**config.mk**
```make
export PLATFORM = sky130hd
export DESIGN_NAME = br_resolve_ctrl
export DESIGN_NICKNAME = d
export VERILOG_FILES = /design/src/rtl/br_resolve_ctrl.sv
export SDC_FILE = /design/constraint.sdc
export NUM_CORES = 1
export LEC_CHECK = 0
export CORE_AREA = 2 2 156 158
export CTS_CLUSTER_SIZE = 25
export DETAILED_ROUTE_END_ITERATION = 8
export DIE_AREA = 0 0 158 160
export HOLD_SLACK_MARGIN = 0.03
export SYNTH_ARGS = -nofsm -noshare
export SYNTH_HDL_FRONTEND = slang
export SYNTH_SLANG_ARGS = --single-unit
```
**constraint.sdc**
```tcl
create_clock -name clk -period 5.48 [get_ports clk]
set_clock_uncertainty 0.2 [all_clocks]
set_input_delay 1.37 -clock clk [delete_from_list [all_inputs] [get_ports clk]]
set_output_delay 1.37 -clock clk [all_outputs]
set_load 0.02 [all_outputs]
```
**src/rtl/br_resolve_ctrl.sv**
```systemverilog
// br_resolve_ctrl: execute-stage branch resolution sequencer.
// Takes one branch from issue, evaluates it with br_cond, redirects fetch
// and flushes decode when the branch is taken, then reports the outcome
// to commit.
// Optional build macro: BR_RESOLVE_STATS_EN adds stat_total/stat_taken
// counters of resolved and taken branches.

`ifndef WIDTH
`define WIDTH 32
`endif
`ifndef BR_OP_LEN
`define BR_OP_LEN 3
`endif
`ifndef BR_EQ
`define BR_EQ 0
`endif
`ifndef BR_NE
`define BR_NE 1
`endif
`ifndef BR_LZ
`define BR_LZ 2
`endif
`ifndef BR_GZ
`define BR_GZ 3
`endif
`ifndef BR_GE
`define BR_GE 4
`endif
`ifndef BR_LE
`define BR_LE 5
`endif

// Branch condition evaluator. Single-operand tests treat rs1 as signed.
// Any code outside the six legal branch types is reported as illegal and
// evaluates to not taken.
module br_cond #(
   parameter int DW  = `WIDTH,
   parameter int OPW = `BR_OP_LEN
) (
   input  logic [DW-1:0]  rs1,
   input  logic [DW-1:0]  rs2,
   input  logic [OPW-1:0] typ,
   output logic           taken,
   output logic           illegal
);

   logic w_eq;
   logic w_neg;
   logic w_zero;

   assign w_eq   = (rs1 == rs2);
   assign w_neg  = rs1[DW-1];
   assign w_zero = (rs1 == '0);

   // Decode the branch type into a taken decision and an illegal flag.
   always_comb begin
      taken   = 1'b0;
      illegal = 1'b0;
      case (typ)
         OPW'(`BR_EQ): taken = w_eq;
         OPW'(`BR_NE): taken = ~w_eq;
         OPW'(`BR_LZ): taken = w_neg;
         OPW'(`BR_GZ): taken = ~w_neg & ~w_zero;
         OPW'(`BR_GE): taken = ~w_neg;
         OPW'(`BR_LE): taken = w_neg | w_zero;
         default:      illegal = 1'b1;
      endcase
   end

endmodule

// Sequencer FSM
// state | meaning
// IDLE  | waiting for a branch from issue, in_ready=1
// EVAL  | condition and target evaluated, result registered
// REDIR | taken branch, redirect to fetch pending; flush on handshake
// DONE  | resolution presented to commit until accepted
module br_resolve_ctrl #(
   parameter int DW  = `WIDTH,
   parameter int OPW = `BR_OP_LEN
) (
   input  logic           clk,
   input  logic           rst,
   input  logic           kill,
   input  logic           in_valid,
   output logic           in_ready,
   input  logic [DW-1:0]  in_pc,
   input  logic [DW-1:0]  in_imm,
   input  logic [DW-1:0]  in_rs1,
   input  logic [DW-1:0]  in_rs2,
   input  logic [OPW-1:0] in_type,
   output logic           redir_valid,
   input  logic           redir_ready,
   output logic [DW-1:0]  redir_pc,
   output logic           flush,
   output logic           res_valid,
   input  logic           res_ready,
   output logic           res_taken,
   output logic [DW-1:0]  res_target,
   output logic           res_illegal
`ifdef BR_RESOLVE_STATS_EN
   ,
   output logic [31:0]    stat_total,
   output logic [31:0]    stat_taken
`endif
);

   localparam logic [1:0] S_IDLE  = 2'd0;
   localparam logic [1:0] S_EVAL  = 2'd1;
   localparam logic [1:0] S_REDIR = 2'd2;
   localparam logic [1:0] S_DONE  = 2'd3;

   logic [1:0]     r_state;
   logic [1:0]     w_state_nxt;

   logic [DW-1:0]  r_pc;
   logic [DW-1:0]  r_imm;
   logic [DW-1:0]  r_rs1;
   logic [DW-1:0]  r_rs2;
   logic [OPW-1:0] r_type;

   logic           r_taken;
   logic           r_illegal;
   logic [DW-1:0]  r_target;

   logic           w_cond_taken;
   logic           w_cond_illegal;
   logic [DW-1:0]  w_tgt_taken;
   logic [DW-1:0]  w_tgt_fall;
   logic [DW-1:0]  w_tgt_sel;

   logic           w_in_fire;
   logic           w_redir_fire;
   logic           w_res_fire;

   br_cond #(
      .DW  (DW),
      .OPW (OPW)
   ) u_br_cond (
      .rs1     (r_rs1),
      .rs2     (r_rs2),
      .typ     (r_type),
      .taken   (w_cond_taken),
      .illegal (w_cond_illegal)
   );

   // Both targets wrap modulo 2^DW; the immediate is a word offset.
   assign w_tgt_taken = r_pc + {r_imm[DW-3:0], 2'b00};
   assign w_tgt_fall  = r_pc + DW'(4);
   assign w_tgt_sel   = w_cond_taken ? w_tgt_taken : w_tgt_fall;

   // Handshakes are gated by kill so an abort cycle never completes a transfer.
   assign w_in_fire    = (r_state == S_IDLE)  & in_valid    & ~kill;
   assign w_redir_fire = (r_state == S_REDIR) & redir_ready & ~kill;
   assign w_res_fire   = (r_state == S_DONE)  & res_ready   & ~kill;

   assign in_ready    = (r_state == S_IDLE);
   assign redir_valid = (r_state == S_REDIR);
   assign res_valid   = (r_state == S_DONE);
   assign flush       = w_redir_fire;
   assign redir_pc    = r_target;
   assign res_target  = r_target;
   assign res_taken   = r_taken;
   assign res_illegal = r_illegal;

   // Next-state selection; kill overrides every other transition.
   always_comb begin
      w_state_nxt = r_state;
      if (kill) begin
         w_state_nxt = S_IDLE;
      end else begin
         case (r_state)
            S_IDLE:  if (w_in_fire)    w_state_nxt = S_EVAL;
            S_EVAL:  w_state_nxt = w_cond_taken ? S_REDIR : S_DONE;
            S_REDIR: if (w_redir_fire) w_state_nxt = S_DONE;
            S_DONE:  if (w_res_fire)   w_state_nxt = S_IDLE;
            default: w_state_nxt = S_IDLE;
         endcase
      end
   end

   // State register.
   always_ff @(posedge clk) begin
      if (rst) r_state <= S_IDLE;
      else     r_state <= w_state_nxt;
   end

   // Operand capture on an accepted request.
   always_ff @(posedge clk) begin
      if (rst) begin
         r_pc   <= '0;
         r_imm  <= '0;
         r_rs1  <= '0;
         r_rs2  <= '0;
         r_type <= '0;
      end else if (w_in_fire) begin
         r_pc   <= in_pc;
         r_imm  <= in_imm;
         r_rs1  <= in_rs1;
         r_rs2  <= in_rs2;
         r_type <= in_type;
      end
   end

   // Register the resolution at the end of the evaluate cycle.
   always_ff @(posedge clk) begin
      if (rst) begin
         r_taken   <= 1'b0;
         r_illegal <= 1'b0;
         r_target  <= '0;
      end else if ((r_state == S_EVAL) && !kill) begin
         r_taken   <= w_cond_taken;
         r_illegal <= w_cond_illegal;
         r_target  <= w_tgt_sel;
      end
   end

`ifdef BR_RESOLVE_STATS_EN
   logic [31:0] r_stat_total;
   logic [31:0] r_stat_taken;

   assign stat_total = r_stat_total;
   assign stat_taken = r_stat_taken;

   // Count accepted resolutions; counters wrap naturally at 2^32.
   always_ff @(posedge clk) begin
      if (rst) begin
         r_stat_total <= '0;
         r_stat_taken <= '0;
      end else if (w_res_fire) begin
         r_stat_total <= r_stat_total + 32'd1;
         if (r_taken) r_stat_taken <= r_stat_taken + 32'd1;
      end
   end
`endif

endmodule
```
# Yosys cells after proc, flatten, opt, wreduce, memory -nomap -nowiden

Cells that the tools add are included.

Register bits: 165
Input bits: 137
Output and inout port bits: 70
Word-level logic and storage cells: 51

$add $sub $neg: 2
Eq/ne operators: 12
Mux-type cells: 8
Bitwise gates (word level): 12
Reductions and logical operators: 8

Operator list:

| operator              | number |
|---|---|
| $add 32x3->32 const B | 1 |
| $add 32x32->32        | 1 |
| $eq 32x32->1          | 1 |
| $logic_not 32->1      | 1 |
| $mux 32               | 1 |
| $pmux 2 s4            | 1 |
| $and 1x1->1           | 7 |
| $eq 3x2->1 const B    | 2 |
| $eq 3x3->1 const B    | 2 |
| $mux 2                | 3 |
| $ne 2x1->1 const B    | 3 |
| $pmux 1 s6            | 1 |
| $reduce_or 6->1       | 1 |
| $eq 2x2->1 const B    | 2 |
| $not 1->1             | 4 |
| $eq 3x1->1 const B    | 1 |
| $logic_not 3->1       | 1 |
| $reduce_and 3->1      | 1 |
| $eq 2x1->1 const B    | 1 |
| $logic_not 2->1       | 1 |
| $mux 1                | 2 |
| $reduce_or 2->1       | 1 |
| $logic_and 1x1->1     | 1 |
| $logic_not 1->1       | 1 |
| $or 1x1->1            | 1 |

# Longest topological paths before layout

Depth after elaboration: 6
Depth in mapped cells: 17
Depth with buffers taken out: 16

# By module

A second synthesis with hierarchy kept.

Cells, all modules: 1076
Area total of the unflattened synthesis: 8289.2 sq um

Modules (own cells, without submodules):

| module          | times used | cells each | area an instance (sq um) | seq. area each (sq um) |
|---|---|---|---|---|
| br_resolve_ctrl | 1          | 1008       | 7767.4                   | 3303.2 |
| br_cond         | 1          | 68         | 521.8                    | 0.0 |

# Worst setup path before layout

OpenSTA, ideal clock, no wires.

Path kind: reg2reg
Start point: register r_rs1[19]
End point: register r_target[30], in the netlist redir_pc[30]
Library setup time: 0.106 ns
Data arrival time: 3.829 ns
Path slack: 1.345 ns
Stages on the path, launching flop included: 18
Clock period less this slack: 4.135 ns
Cell sequence: dfxtp_1 -> xnor2_1 -> nand4_1 -> nor4_1 -> a31oi_1 -> o311ai_2 -> clkbuf_1 -> or2_2 -> ha_1 -> fa_1 -> a21oi_1 -> o211ai_2 -> a31oi_1 -> or4b_4 -> a21bo_2 -> a211oi_1 -> o21ai_0 -> o311ai_0

Longest elaborated chain between the ends: 5
Elaborated cells between the ends (all ways): 8
Classes of those cells: eq/ne (1); mux (2); bitwise (4); reduce/logical (1)

RTL lines:

| element                | RTL line | text |
|---|---|---|
| start, declared        | 118      | `logic [DW-1:0] r_rs1;` |
| start signal, assigned | 199      | `r_rs1 <= in_rs1;` |
| $logic_not 32->1       | 53       | `assign w_zero = (rs1 == '0);` |
| $not 1->1              | 63       | `` OPW'(`BR_GZ): taken = ~w_neg & ~w_zero; `` |
| $and 1x1->1            | 63       |  |
| $pmux 1 s6 *           | 59       | `case (typ)` |
| $mux 32 *              | 150      | `assign w_tgt_sel = w_cond_taken ? w_tgt_taken : w_tgt_fall;` |
| end signal, assigned   | 214      | `r_target <= w_tgt_sel;` |
| end, declared          | 124      | `logic [DW-1:0] r_target;` |

Every way passes the cells marked *; elsewhere a longest branch is shown, timed or not.
A chain may end at the register's enable or synchronous reset.

# Worst setup path after layout

Start point: register r_rs1[14]
End point: register r_target[31], in the netlist redir_pc[31]

Same word-level chain as after synthesis.

==> results by stage <==
Logic synthesis:
- For this run, the leading register cell type out of synthesis is sky130_fd_sc_hd__dfxtp_1.
- The mean instance size in the synthesized netlist is 7.56 um2.
- The async set or reset register ratio after synthesis is 0%.
- The number of library cell types mapped by synthesis is 57.
- The share of synthesized area occupied by flip-flops and latches is between 40% and 50%.
- Counting instances in the post-synthesis netlist gives the leading cell types as sky130_fd_sc_hd__nand2_1, sky130_fd_sc_hd__a21oi_1, sky130_fd_sc_hd__dfxtp_1, sky130_fd_sc_hd__nor2_1, sky130_fd_sc_hd__clkbuf_1.
- The number of nets in the synthesized netlist is about 1300.
- The number of synthesized flops with an enable pin is 0.
- For this run, the number of Yosys warnings is 0.
- The number of synthesized register bits is 165.
- The most frequent cell after synthesis is sky130_fd_sc_hd__nand2_1.
- The cell area that synthesis handed to floorplanning was 8160 um2.
- The cell taking the most area after synthesis is sky130_fd_sc_hd__dfxtp_1.
- In the post-synthesis netlist, the biggest area contributors are sky130_fd_sc_hd__dfxtp_1, sky130_fd_sc_hd__nand2_1, sky130_fd_sc_hd__a21oi_1, sky130_fd_sc_hd__ha_1, sky130_fd_sc_hd__xnor2_1.
- The top cell type by area accounts for about two fifths of the synthesized area.
- Synthesis handed over a netlist of roughly 1100 instances.

Timing:
- Measured against its own limit, the worst slew margin works out to between 30% and 40%.
- Setup violations remaining at the end of the flow were counted as 0.
- Setup repair after global routing left no endpoint under its margin.
- In the finished design, the share of the clock period the worst path needs comes to 87.3%.
- The number of max-slew violations in the final report is 0.
- The final-report hold violation count is 0.
- The transition time at the pin with the least slew margin is between 0.9 and 1 ns.
- Setup total negative slack on the finished layout was measured at 0 ns.
- Timing would allow up to approximately 0.21 GHz.
- The clock period minus worst slack is approximately 4.8 ns.

Clocking:
- Buffers added to address setup during post-CTS repair amount to 0.
- In this run, post-CTS hold repair placed 0 buffers.
- The clock insertion delay at the later pin of the skew report is around 0.43 ns.
- The total clock buffers created by CTS is 17.
- Post-CTS repair changed the size of 0 cells.
- The clock tree from TritonCTS is built.
- The clock tree synthesis step divided the H-tree into 4 levels.
- The tree built by TritonCTS fans out to roughly 170 sinks.
- In this run the deepest clock path goes through 2 buffers.
- The root buffer cell is sky130_fd_sc_hd__clkbuf_16.
- After clock tree synthesis, the clock-pin slew on the worst setup and hold paths is 0.07 ns.

Power and ir drop:
- The net switching share of the total power is 27.5%.
- Dividing total power by cell area gives a power density of 260 nW/um2.
- The clock network fraction of total power is around two fifths.
- The internal portion of the total power is 0.00203 W.
- VDD sags by at most roughly 0.15 mV.
- The analysis attributes to cell leakage a power of 3.86 nW.
- The sequential cell fraction of total power is between 40% and 50%.
- In this run the power spent charging and discharging nets is approximately 0.00077 W.
- Per report_power, the combinational group accounts for around 13% of the total.

GRT:
- For this run, the total global-route usage over all layers was measured as 17.5%.
- The number of antenna violations at the first check in global routing is 0.
- The first global-routing pass estimated approximately 35000 um of wire.
- For this run the aggregate overflow at the end of global routing stands at 0.
- Entering global routing, the biggest net connects between 80 and 90 pins.
- The number of global-route vias before repair was between 7000 and 8000.

Routing:
- In the final routed layout, each cell accounts on average for ~14 um.
- The number of DRC violations after detailed-routing iteration 0 is roughly 330.
- The total length of routed wires is ~22000 um.
- After detailed routing, the number of remaining DRC violations is 0.
- The total number of vias is around 7400.
- Dividing the detail-routed via count by the number of cells gives between 4 and 5.
- Once detail routing completed, the nets flagged for antenna violations numbered 0.
- The first TritonRoute pass finished after 5 iterations.

Place:
- The placement-stage cell area is just over 10000 um2.
- The port buffer count is 204.
- In this run, placement finished with an instance count of roughly 1500.
- The half-perimeter wire length after placement is 15700 um.
- The congestion estimate from routability-driven global placement came to 0.848.

Flow run:
- The max-cap check violation count is 0.

Worst hold path:
- The worst hold path belongs to the class flip-flop to flip-flop.

Critical path:
- STA classifies the critical path endpoint as a flip-flop.
- The endpoint required time on the critical path is 5.62 ns.
- The category of the worst setup path launch point is a flip-flop.
- The data arrival time of the critical path is about 4.9 ns.
- Of all nets on the critical path, the largest fanout is 26.
- By startpoint and endpoint, the worst setup path is classified as flip-flop to flip-flop.

Floorplanning:
- about 210 I/O pins were placed.
- The die is approximately 160 um tall.
- The horizontal die dimension is about 160 um.
- The number of rows created at floorplan is between 50 and 60.
- The overall die area is around 25000 um2.
- The initial core utilization is about a third.
- The total core area is about 24000 um2.

Cells and area:
- The number of fill cells is 2474.
- The area overhead of the layout relative to synthesis is 32.6%.
- The total area of sequential cells is approximately 3300 um2.
- The final-stage net count is approximately 1400.
- The area used by multi-input combinational logic is 4260 um2.
- The final instance area is between 10000 and 15000 um2.
- In the final layout, the share of cells above drive strength 1 is about 4.5%.
- Excluding fillers, the count of instances in the completed layout stands at 1557.
- The number of antenna cells inserted is 0.

Status:
- The run finished with clean final reports.
==> worst max-delay path, cell delays in order, from the launching register on <==
cell and delay, ns:
sky130_fd_sc_hd__dfxtp_1 0.39, sky130_fd_sc_hd__xnor2_1 0.14, sky130_fd_sc_hd__nand4_1 0.15, sky130_fd_sc_hd__nor4_1 0.43, sky130_fd_sc_hd__a31oi_1 0.19, sky130_fd_sc_hd__o311ai_4 0.48
sky130_fd_sc_hd__buf_4 0.41, sky130_fd_sc_hd__nor2_1 0.09, sky130_fd_sc_hd__ha_1 0.35, sky130_fd_sc_hd__a21oi_1 0.16, sky130_fd_sc_hd__o21ai_0 0.15, sky130_fd_sc_hd__o41ai_1 0.37
sky130_fd_sc_hd__o21ai_0 0.20, sky130_fd_sc_hd__o41ai_1 0.48, sky130_fd_sc_hd__xor3_1 0.30, sky130_fd_sc_hd__a211oi_2 0.21
==> metal layers <==
layer  global-route usage [%]  up-vias  part of all wire [%]
met5                        0        -                     0
met4                     4.83        0                   1.4
met3                     3.72       20                   5.1
met2                     29.2      188                    48
met1                     22.6     3350                    45
li1                         -     3853                     -
==> power by group through the flow <==
stage          clock network (W)  registers, W  logic (W)
6_report                 0.00117       0.00128   0.000357
5_1_grt                  0.00126       0.00128   0.000397
4_1_cts                  0.00121       0.00128   0.000363
3_5_place_dp                   0       0.00131   0.000360
3_3_place_gp                   0       0.00131   0.000358
2_1_floorplan                  0       0.00130   0.000197
==> path summary, 6_finish.rpt <==
kind / startpoint / slack [ns] / cells after the start / end
worst max-delay path: r_rs1[14] / 0.70 / 15 / redir_pc[31]
worst min-delay path: r_imm[0] / 0.25 / 2 / r_imm[0]
worst max register to register: r_rs1[14] / 0.70 / 15 / redir_pc[31]
worst min register to register: r_imm[0] / 0.25 / 2 / r_imm[0]
==> flip-flops by register name (all words and copies together) (netlist names) <==
signal       cells
res_taken        1
r_rs2           32
r_type           3
r_rs1           32
redir_pc        32
r_state          2
res_illegal      1
r_pc            32
r_imm           30
==> stage by stage <==
| stage | worst slack [ns] | utilization (%) | hold WS (ns) | power, W |
|---|---|---|---|---|
| after floorplan | 1.35 | - | 0.232 | 0.00150 |
| after global placement | 0.753 | 43.0 | 0.239 | 0.00166 |
| after detailed placement | 0.675 | 43.0 | 0.242 | 0.00167 |
| after CTS | 0.662 | 45.4 | 0.253 | 0.00285 |
| after global routing | 0.213 | 45.4 | 0.266 | 0.00294 |
| final | 0.696 | 45.4 | 0.252 | 0.00281 |
==> cells by family after synthesis <==
| family | Yosys count | synth area share [%] |
|---|---|---|
| buffers and inverters | 132 | 7.55 |
| multiplexers | 1 | 0.123 |
| adder cells (fa/ha/maj) | 34 | 5.31 |
| AND/OR/NAND/NOR | 442 | 22.9 |
| AO/OA/AOI/OAI | 256 | 18.1 |
| XOR/XNOR | 49 | 5.44 |
| flip-flops | 165 | 40.5 |
==> placed cells by master, fill, tap and decap left out, types with 5 or more instances in the layout <==
cell type / netlist / routed
sky130_fd_sc_hd__nand2_1: 308 / 308
sky130_fd_sc_hd__clkdlybuf4s50_1: 0 / 203
sky130_fd_sc_hd__a21oi_1: 173 / 173
sky130_fd_sc_hd__dfxtp_1: 165 / 165
sky130_fd_sc_hd__nor2_1: 55 / 55
sky130_fd_sc_hd__inv_1: 43 / 43
sky130_fd_sc_hd__xnor2_1: 42 / 42
sky130_fd_sc_hd__ha_1: 33 / 33
sky130_fd_sc_hd__o21ai_0: 23 / 23
sky130_fd_sc_hd__clkbuf_16: 0 / 17
sky130_fd_sc_hd__nor4_1: 11 / 11
sky130_fd_sc_hd__nand3_1: 11 / 11
sky130_fd_sc_hd__nand4_1: 10 / 10
sky130_fd_sc_hd__nand3b_1: 9 / 9
sky130_fd_sc_hd__a211oi_1: 8 / 8
sky130_fd_sc_hd__a21o_1: 7 / 7
sky130_fd_sc_hd__buf_4: 32 / 7
sky130_fd_sc_hd__o211ai_1: 6 / 6
sky130_fd_sc_hd__o21bai_1: 6 / 6
sky130_fd_sc_hd__xor2_1: 6 / 6
sky130_fd_sc_hd__inv_6: 0 / 6
sky130_fd_sc_hd__a31oi_1: 5 / 5
sky130_fd_sc_hd__and3_1: 5 / 5
sky130_fd_sc_hd__nor2b_1: 6 / 5
sky130_fd_sc_hd__nor3_1: 5 / 5
==> final cells by class <==
class | instances | share of cell area, %
inverter | 43 | 1.49
tap | 324 | 3.75
sequential | 165 | 30.5
timing repair buffer | 211 | 19.5
clock inverter | 15 | 1.42
clock buffer | 17 | 3.93
multi-input combinational | 782 | 39.4
(Power assumes the default switching activity.)
